**src/rtl/mem_port_arbiter_pkg.sv**
```systemverilog
// Shared types and constants for the fetch/data memory port arbiter.
package mem_port_arbiter_pkg;

  localparam int unsigned DATA_W = 32;
  localparam int unsigned STRB_W = 4;

  typedef enum logic [1:0] {
    IDLE    = 2'd0,
    RD_RESP = 2'd1,
    RMW_WR  = 2'd2,
    WR_ACK  = 2'd3
  } state_t;

  localparam logic REQ_IF = 1'b0;
  localparam logic REQ_D  = 1'b1;

  localparam logic [STRB_W-1:0] WSTRB_FULL = 4'b1111;

endpackage

```
**src/rtl/mem_port_arbiter_if.sv**
```systemverilog
// Requester handshakes plus memory port signals seen by the arbiter.
interface mem_port_arbiter_if #(
  parameter int unsigned ADDR_W = 15
);
  logic              if_req_valid;
  logic              if_req_ready;
  logic [31:0]       if_req_addr;
  logic              if_resp_valid;
  logic [31:0]       if_resp_data;

  logic              d_req_valid;
  logic              d_req_ready;
  logic              d_req_we;
  logic [31:0]       d_req_addr;
  logic [31:0]       d_req_wdata;
  logic [3:0]        d_req_wstrb;
  logic              d_resp_valid;
  logic [31:0]       d_resp_data;

  logic [ADDR_W-1:0] mem_addra;
  logic [31:0]       mem_dina;
  logic              mem_wea;
  logic [ADDR_W-1:0] mem_addrb;
  logic [31:0]       mem_doutb;

  modport slave (
    input  if_req_valid, if_req_addr,
    output if_req_ready, if_resp_valid, if_resp_data,
    input  d_req_valid, d_req_we, d_req_addr, d_req_wdata, d_req_wstrb,
    output d_req_ready, d_resp_valid, d_resp_data,
    output mem_addra, mem_dina, mem_wea, mem_addrb,
    input  mem_doutb
  );

  modport master (
    output if_req_valid, if_req_addr,
    input  if_req_ready, if_resp_valid, if_resp_data,
    output d_req_valid, d_req_we, d_req_addr, d_req_wdata, d_req_wstrb,
    input  d_req_ready, d_resp_valid, d_resp_data,
    input  mem_addra, mem_dina, mem_wea, mem_addrb,
    output mem_doutb
  );
endinterface

```
**src/rtl/mem_byte_merge.sv**
```systemverilog
// Byte-lane merge for partial stores: strobed lanes from the new word, the rest from the old one.
module mem_byte_merge
  import mem_port_arbiter_pkg::*;
(
  input  logic [DATA_W-1:0] old_word,
  input  logic [DATA_W-1:0] new_word,
  input  logic [STRB_W-1:0] strb,
  output logic [DATA_W-1:0] merged_c
);

  always_comb begin
    merged_c = old_word;
    for (int i = 0; i < int'(STRB_W); i++) begin
      if (strb[i]) merged_c[8*i +: 8] = new_word[8*i +: 8];
    end
  end

endmodule

```
**src/rtl/mem_port_arbiter.sv**
```systemverilog
// Shares one dual-port memory between fetch and data requesters; partial stores run as read-modify-write.
module mem_port_arbiter
  import mem_port_arbiter_pkg::*;
#(
  parameter int unsigned ADDR_W    = 15,
  parameter int unsigned PRIO_MODE = 0
) (
  input  logic                clk,
  input  logic                rst_n,
  mem_port_arbiter_if.slave   bus
);

  localparam logic RR_MODE = (PRIO_MODE == 0);

  state_t              state, state_nxt;
  logic                rr_last, rr_last_nxt;
  logic                owner, owner_nxt;
  logic                lat_en;
  logic [ADDR_W-1:0]   lat_idx;
  logic [DATA_W-1:0]   lat_wdata;
  logic [STRB_W-1:0]   lat_wstrb;
  logic [ADDR_W-1:0]   if_idx, d_idx;
  logic                grant_if, grant_d;
  logic [DATA_W-1:0]   merged;

  assign if_idx = bus.if_req_addr[ADDR_W+1:2];
  assign d_idx  = bus.d_req_addr[ADDR_W+1:2];

  // Byte offset and upper address bits are deliberately dropped so addresses wrap.
  wire unused_addr_bits = ^{bus.if_req_addr[31:ADDR_W+2], bus.if_req_addr[1:0],
                            bus.d_req_addr[31:ADDR_W+2], bus.d_req_addr[1:0]};

  assign grant_if = (state == IDLE) && bus.if_req_valid &&
                    (!bus.d_req_valid || (RR_MODE && (rr_last == REQ_D)));
  assign grant_d  = (state == IDLE) && bus.d_req_valid && !grant_if;

  mem_byte_merge u_merge (
    .old_word (bus.mem_doutb),
    .new_word (lat_wdata),
    .strb     (lat_wstrb),
    .merged_c (merged)
  );

  // State, arbitration history and response owner.
  always_ff @(posedge clk or negedge rst_n) begin
    if (!rst_n) begin
      state   <= IDLE;
      rr_last <= REQ_D;
      owner   <= REQ_IF;
    end else begin
      state   <= state_nxt;
      rr_last <= rr_last_nxt;
      owner   <= owner_nxt;
    end
  end

  // Partial-store context held across the read half of the RMW.
  always_ff @(posedge clk or negedge rst_n) begin
    if (!rst_n) begin
      lat_idx   <= '0;
      lat_wdata <= '0;
      lat_wstrb <= '0;
    end else if (lat_en) begin
      lat_idx   <= d_idx;
      lat_wdata <= bus.d_req_wdata;
      lat_wstrb <= bus.d_req_wstrb;
    end
  end

  always_comb begin
    state_nxt         = state;
    rr_last_nxt       = rr_last;
    owner_nxt         = owner;
    lat_en            = 1'b0;
    bus.if_req_ready  = 1'b0;
    bus.if_resp_valid = 1'b0;
    bus.if_resp_data  = '0;
    bus.d_req_ready   = 1'b0;
    bus.d_resp_valid  = 1'b0;
    bus.d_resp_data   = '0;
    bus.mem_addra     = '0;
    bus.mem_dina      = '0;
    bus.mem_wea       = 1'b0;
    bus.mem_addrb     = '0;

    unique case (state)
      IDLE: begin
        if (grant_if) begin
          bus.if_req_ready = 1'b1;
          bus.mem_addrb    = if_idx;
          rr_last_nxt      = REQ_IF;
          owner_nxt        = REQ_IF;
          state_nxt        = RD_RESP;
        end else if (grant_d) begin
          bus.d_req_ready = 1'b1;
          rr_last_nxt     = REQ_D;
          owner_nxt       = REQ_D;
          if (!bus.d_req_we) begin
            bus.mem_addrb = d_idx;
            state_nxt     = RD_RESP;
          end else if (bus.d_req_wstrb == WSTRB_FULL) begin
            bus.mem_wea   = 1'b1;
            bus.mem_addra = d_idx;
            bus.mem_dina  = bus.d_req_wdata;
            state_nxt     = WR_ACK;
          end else if (bus.d_req_wstrb == '0) begin
            state_nxt     = WR_ACK;
          end else begin
            bus.mem_addrb = d_idx;
            lat_en        = 1'b1;
            state_nxt     = RMW_WR;
          end
        end
      end
      RD_RESP: begin
        if (owner == REQ_IF) begin
          bus.if_resp_valid = 1'b1;
          bus.if_resp_data  = bus.mem_doutb;
        end else begin
          bus.d_resp_valid  = 1'b1;
          bus.d_resp_data   = bus.mem_doutb;
        end
        state_nxt = IDLE;
      end
      RMW_WR: begin
        bus.mem_wea      = 1'b1;
        bus.mem_addra    = lat_idx;
        bus.mem_dina     = merged;
        bus.d_resp_valid = 1'b1;
        state_nxt        = IDLE;
      end
      WR_ACK: begin
        bus.d_resp_valid = 1'b1;
        state_nxt        = IDLE;
      end
      default: state_nxt = IDLE;
    endcase
  end

endmodule

```
**src/flat_wrapper.sv**
```systemverilog
// flat-port wrapper written by rule: the top's interface ports become plain ports
module mem_port_arbiter_flat import mem_port_arbiter_pkg::*;
#(
  parameter int unsigned ADDR_W    = 15,
  parameter int unsigned PRIO_MODE = 0
)
  (clk, rst_n, bus_if_req_valid, bus_if_req_addr, bus_if_req_ready, bus_if_resp_valid, bus_if_resp_data, bus_d_req_valid, bus_d_req_we, bus_d_req_addr, bus_d_req_wdata, bus_d_req_wstrb, bus_d_req_ready, bus_d_resp_valid, bus_d_resp_data, bus_mem_addra, bus_mem_dina, bus_mem_wea, bus_mem_addrb, bus_mem_doutb);
  mem_port_arbiter_if #(.ADDR_W(ADDR_W)) bus_i ();
  input  logic clk;
  input  logic rst_n;
  input wire logic [$bits(bus_i.if_req_valid)-1:0] bus_if_req_valid;
  input wire logic [$bits(bus_i.if_req_addr)-1:0] bus_if_req_addr;
  output wire logic [$bits(bus_i.if_req_ready)-1:0] bus_if_req_ready;
  output wire logic [$bits(bus_i.if_resp_valid)-1:0] bus_if_resp_valid;
  output wire logic [$bits(bus_i.if_resp_data)-1:0] bus_if_resp_data;
  input wire logic [$bits(bus_i.d_req_valid)-1:0] bus_d_req_valid;
  input wire logic [$bits(bus_i.d_req_we)-1:0] bus_d_req_we;
  input wire logic [$bits(bus_i.d_req_addr)-1:0] bus_d_req_addr;
  input wire logic [$bits(bus_i.d_req_wdata)-1:0] bus_d_req_wdata;
  input wire logic [$bits(bus_i.d_req_wstrb)-1:0] bus_d_req_wstrb;
  output wire logic [$bits(bus_i.d_req_ready)-1:0] bus_d_req_ready;
  output wire logic [$bits(bus_i.d_resp_valid)-1:0] bus_d_resp_valid;
  output wire logic [$bits(bus_i.d_resp_data)-1:0] bus_d_resp_data;
  output wire logic [$bits(bus_i.mem_addra)-1:0] bus_mem_addra;
  output wire logic [$bits(bus_i.mem_dina)-1:0] bus_mem_dina;
  output wire logic [$bits(bus_i.mem_wea)-1:0] bus_mem_wea;
  output wire logic [$bits(bus_i.mem_addrb)-1:0] bus_mem_addrb;
  input wire logic [$bits(bus_i.mem_doutb)-1:0] bus_mem_doutb;
  assign bus_i.if_req_valid = bus_if_req_valid;
  assign bus_i.if_req_addr = bus_if_req_addr;
  assign bus_if_req_ready = bus_i.if_req_ready;
  assign bus_if_resp_valid = bus_i.if_resp_valid;
  assign bus_if_resp_data = bus_i.if_resp_data;
  assign bus_i.d_req_valid = bus_d_req_valid;
  assign bus_i.d_req_we = bus_d_req_we;
  assign bus_i.d_req_addr = bus_d_req_addr;
  assign bus_i.d_req_wdata = bus_d_req_wdata;
  assign bus_i.d_req_wstrb = bus_d_req_wstrb;
  assign bus_d_req_ready = bus_i.d_req_ready;
  assign bus_d_resp_valid = bus_i.d_resp_valid;
  assign bus_d_resp_data = bus_i.d_resp_data;
  assign bus_mem_addra = bus_i.mem_addra;
  assign bus_mem_dina = bus_i.mem_dina;
  assign bus_mem_wea = bus_i.mem_wea;
  assign bus_mem_addrb = bus_i.mem_addrb;
  assign bus_i.mem_doutb = bus_mem_doutb;
  mem_port_arbiter #(.ADDR_W(ADDR_W), .PRIO_MODE(PRIO_MODE)) u_core (.clk(clk), .rst_n(rst_n), .bus(bus_i));
endmodule
```
**config.mk**
```make
export PLATFORM = sky130hd
export DESIGN_NAME = mem_port_arbiter_flat
export DESIGN_NICKNAME = d
export VERILOG_FILES = /design/src/rtl/mem_port_arbiter_pkg.sv /design/src/rtl/mem_port_arbiter_if.sv /design/src/rtl/mem_byte_merge.sv /design/src/rtl/mem_port_arbiter.sv /design/src/flat_wrapper.sv
export SDC_FILE = /design/constraint.sdc
export NUM_CORES = 1
export LEC_CHECK = 0
export ABC_AREA = 1
export BUFFER_PORTS_ARGS = -buffer_cell sky130_fd_sc_hd__buf_2
export CORE_AREA = 2 2 103 105
export CTS_CLUSTER_SIZE = 40
export DETAILED_ROUTE_END_ITERATION = 8
export DIE_AREA = 0 0 105 107
export HOLD_SLACK_MARGIN = 0.08
export PLACE_DENSITY = 0.79
export SYNTH_ARGS = -nofsm -noshare
export SYNTH_HDL_FRONTEND = slang
export SYNTH_HIERARCHICAL = 1
export SYNTH_SLANG_ARGS = --single-unit
```
**constraint.sdc**
```tcl
create_clock -name clk -period 1.86 [get_ports clk]
set_input_delay 0.279 -clock clk [delete_from_list [all_inputs] [get_ports clk]]
set_output_delay 0.279 -clock clk [all_outputs]
set_load 0.02 [all_outputs]
```
* After elaboration in Yosys (flattened, before gate mapping)
Cells that the tools add are included.
** Word-level totals
- Output and inout port bits :: 131
- Logic and storage cells :: 76
- Register bits after elaboration :: 55
- Bits of input ports :: 137
** Operators by class
- Equal/unequal tests :: 5
- Reductions and logical operators :: 13
- Muxes and demuxes :: 52
** Operator list (number)
- two-way mux 32 bit :: 8
- two-way mux 15 bit :: 10
- one-hot mux 32 bit (2 select lines) :: 1
- two-way mux 8 bit :: 4
- one-hot mux 15 bit (2 select lines) :: 1
- two-way mux 1 bit :: 21
- two-way mux 2 bit :: 4
- == test 2 bit (second input constant) :: 2
- == test 4 bit (second input constant) :: 1
- logical AND 1 bit :: 4
- logical NOT 4 bit :: 1
- one-hot mux 1 bit (2 select lines) :: 2
- one-hot mux 2 bit (2 select lines) :: 1
- inequality test 3 x 1 -> 1 bit (second input constant) :: 1
- OR reduction 3 bit :: 1
- == test 2 x 1 -> 1 bit (second input constant) :: 1
- logical NOT 1 bit :: 2
- logical NOT 2 bit :: 1
- AND reduction 2 bit :: 1
- nonzero test 2 bit :: 1
- OR reduction 2 bit :: 1
- logical OR 1 bit :: 1

* Logic depth before layout (Yosys ltp)
- Depth after elaboration :: 8
- Mapped depth :: 9
- Mapped depth without buffers :: 7

* Cells and area by module
The synthesis kept the hierarchy.
** Modules (own cells, without submodules)
- mem_port_arbiter :: area an instance 3627.2 µm², sequential area each 1377.6 µm², cells each 586, times used 1
- mem_byte_merge :: area an instance 420.4 µm², sequential area each 0.0 µm², cells each 104, times used 1

* Worst setup path after synthesis
OpenSTA, ideal clock, no wires.
- Path kind :: flip-flop to output port
- Start point :: reg u_core.state[1]
- End point :: out bus_mem_dina[25]
- Stages on the path, launching flop included :: 7
- Path slack :: 0.071 ns
- Path buffers :: 1
- Data required time :: 1.581 ns
- Arrival time :: 1.510 ns
- Cell sequence :: dfrtp_1 nor2_1 nand2_1 nor2_4 buf_4 nand2_1 o21ai_0
** Between the ends
- Cells in the longest elaborated chain, start to end :: 8
- Elaborated cells on any way between the ends :: 10
- Those cells by class :: eq/ne (1); mux (3); reduce/logical (6)
** RTL lines
- start, declared :: RTL line mem_port_arbiter.sv:15 : state_t state, state_nxt;
- start signal, assigned :: RTL line mem_port_arbiter.sv:51 : state <= state_nxt;
- logical NOT 2 bit :: RTL line mem_port_arbiter.sv:33, mem_port_arbiter.sv:35, mem_port_arbiter.sv:86
- logical AND 1 bit (2 in series) :: RTL line mem_port_arbiter.sv:33 : assign grant_if = (state == IDLE) && bus.if_req_valid &&
- logical NOT 1 bit :: RTL line mem_port_arbiter.sv:35 : assign grant_d = (state == IDLE) && bus.d_req_valid && !grant_if;
- logical AND 1 bit :: RTL line mem_port_arbiter.sv:35
- two-way mux 32 bit :: RTL line mem_port_arbiter.sv:94 : end else if (grant_d) begin
- two-way mux 32 bit :: RTL line mem_port_arbiter.sv:88 : if (grant_if) begin
- one-hot mux 32 bit (2 select lines) (*) :: RTL line mem_port_arbiter.sv:86 : unique case (state)
- end, declared :: RTL line flat_wrapper.sv:25 : output wire logic [$bits(bus_i.mem_dina)-1:0] bus_mem_dina;
Mark *: on every way between the ends. The rest lies on a longest branch, timed or not.

* Worst setup path in the final report
- Start point :: reg u_core.state[1]
- End point :: out bus_mem_dina[7]
Same word-level chain as after synthesis.

==> impl_metrics.json <==
{
  "stdcell_count": 1085,
  "rsz0062_at_grt": "true",
  "cts_tree": "done",
  "relSlewSlack_pct": 69.8,
  "p_total_uw": 8700,
  "clock-sinks": 55,
  "start_util_pct": 40.1,
  "grtUsageTotal_pct": 25.2,
  "synth_top_area_cell": "dfrtp_1",
  "synth.top_cell.area_share_pct": 33.4,
  "ctsRootBufferMaster": "clkbuf_8",
  "setup_viol": 130,
  "r2r-end": "u_core/lat_wdata[9]$_DFFE_PN0P_",
  "ys_top_cells_by_area": "dfrtp_1 (33%), nand2_1 (32%), o21ai_0 (8.5%)",
  "clock-skew-final_ns": 0.00393,
  "area_delta_synth_final_pct": 96.2,
  "postLayoutCellArea_mm2": 0.00794,
  "synth_area_mm2": 0.00405,
  "ys_seq_elements": 55,
  "antenna_found_initial": 4,
  "p_leak_uw": 0.00406,
  "max_freq_ghz": 0.474,
  "drcViolationCount": 0,
  "endpoint": "bus_mem_dina[7]",
  "worstMarginPinSlew_ns": 0.452,
  "port-buffer-count": 233,
  "synth.distinct_cells": 17,
  "syn_inst": 690,
  "r2r_start": "u_core/state[0]$_DFFE_PN0P_",
  "period_share_pct": 113,
  "num_vias": 5953,
  "drv_slew": 0,
  "drive_above_1_share_pct": 49.1,
  "drtIter0Drc": 554,
  "crit_type": "flip-flop to output port",
  "layout_min_cycle_time_ns": 2.11,
  "die_area_mm2": 0.0112,
  "cp-startpoint": "u_core/state[1]$_DFFE_PN0P_",
  "yosysWarnings": 6,
  "dpl.cell_count": 1039,
  "die_h_um": 107,
  "io_pins": 268,
  "grt_pass1_wl_um": 22900,
  "cts_buffer_depth": 2,
  "arrival_ns": 1.83,
  "fin_util_pct": 78.7,
  "syn_nets": 827,
  "grt_pass1_vias": 4714,
  "maxCapViolations": 0,
  "dp_hpwl_um": 9620,
  "routed_wirelength_um": 21100,
  "die_w_um": 105,
  "setup_slack_ns": -0.251,
  "routedWlPerCell_um": 19.4,
  "ant_nets": 0,
  "clock_latency_ns": 0.30,
  "violations": "negative setup slack",
  "syn_avg_cell_area_um2": 5.87,
  "required_ns": 1.58,
  "crit_path_max_fanout": 6,
  "cts_made_buffers": 5,
  "vias_per_cell": 5.49,
  "clkTransAtPathRegs_ns": 0.09,
  "ff2ff_path_depth": 9,
  "place_area_mm2": 0.00541,
  "design.core.area_mm2": 0.0101,
  "pre_cts_ws_ns": 0.0618,
  "drtPass1Iterations": 8,
  "grt_start_max_net_pins": 56,
  "r2r_slack_ns": 0.04,
  "hold_viol": 0,
  "htree_levels": 2,
  "globalplace.congestion": 0.760,
  "seq_area_frac_synth_pct": 34.0,
  "nets": 1085,
  "critPathCaptureType": "output port",
  "rows": 37,
  "ir_drop_uv": 669,
  "status": "complete, but fails checks",
  "hold_class": "input pin to flip-flop",
  "holdPathStages": 3,
  "overflow": 0,
  "powerDensity_mw_per_mm2": 1100,
  "crit_path_start_kind": "flip-flop"
}
-- flip-flops by register name, summed over array words and instances (netlist names) --
register and cells:
u_core/lat_wdata 32, u_core/lat_idx 15, u_core/lat_wstrb 4, u_core/state 2
u_core/owner 1, u_core/rr_last 1
-- worst max-delay path: stages, from the launching register on --
cell	delay (ns)
dfrtp_2	0.45
nor2_4	0.16
nand2_2	0.08
nor2_4	0.16
buf_12	0.14
buf_8	0.12
buf_6	0.11
nand3_2	0.07
nand2_1	0.10
buf_6	0.12
-- layer usage --
metal	global-route usage (%)	vias to the layer above	wire length, µm
li1	-	2620	-
met1	29.8	2784	7660
met2	46.7	454	10500
met3	5.23	91	1920
met4	6.10	4	952
met5	0	-	26
-- stage by stage --
stage | setup TNS (ns) | hold WS [ns]
3_3_place_gp | 0 | 0.301
4_1_cts | -13.48 | 0.179
5_1_grt | -24.93 | 0.191
6_report | -16.15 | 0.188
3_5_place_dp | 0 | 0.298
2_1_floorplan | 0 | -0.0166
-- power breakdown --
part | total, µW | switching (µW) | internal (µW)
clock | 630 | 377 | 253
sequential | 2230 | 441 | 1790
combinational | 5830 | 3370 | 2470
total | 8700 | 4180 | 4520
-- final cells by class --
cell class                      count  area (µm²)
Inverter                           56         241
Clock buffer                        6        72.6
Sequential cell                    55        1380
Antenna cell                        2        5.00
Tap cell                          136         170
Fill cell                         642        2150
Multi-Input combinational cell    539        3160
Timing Repair Buffer              291        2910
-- synthesized netlist by cell type --
master,number
nand2_1,347
dfrtp_1,54
inv_2,6
dfstp_2,1
nor2_8,1
buf_2,8
buf_4,1
clkbuf_2,1
buf_6,13
nor2_4,1
nand3_1,37
inv_1,50
o21ai_0,69
nand2_2,2
nor2_1,78
clkbuf_1,19
nand3_2,2
-- cell usage in the layout, fill, tap and decap left out, drive strengths merged --
cell type / count
buf: 276
nor2: 82
nand3: 39
dfstp: 1
dfrtp: 54
clkinv: 2
inv: 54
dlygate4sd3: 1
diode: 2
clkbuf: 20
nand2: 349
o21ai: 69
-- worst min-delay path by stage --
stage                              startpoint  slack, ns                          endpoint
final                     bus_d_req_wdata[30]       0.19  u_core/lat_wdata[30]$_DFFE_PN0P_
after global routing      bus_d_req_wdata[20]       0.19  u_core/lat_wdata[20]$_DFFE_PN0P_
after CTS                 bus_d_req_wdata[30]       0.18  u_core/lat_wdata[30]$_DFFE_PN0P_
after detailed placement                rst_n       0.30  u_core/lat_wdata[27]$_DFFE_PN0P_
after global placement                  rst_n       0.30  u_core/lat_wdata[27]$_DFFE_PN0P_
after floorplan                         rst_n      -0.02     u_core/lat_idx[0]$_DFFE_PN0P_
-- timing repair --
item,4_1_cts,5_1_grt
endpoints found under the hold margin,54,0
pin swaps,14,44
hold buffers,1,0
resized for setup,205,329
setup buffers,6,8
cloned,3,21
endpoints found under the setup margin,65,175
-- cell families (layout without fill, tap and decap cells) --
kind of cell | count (synthesis) | in the layout | synth area share, %
simple gates | 468 | 470 | 45.6
compound gates | 69 | 69 | 8.53
buf+inv | 98 | 353 | 11.9
other cells | 0 | 2 | 0
flops | 55 | 55 | 34.0
Note: power is estimated with default switching activity, not from simulation.
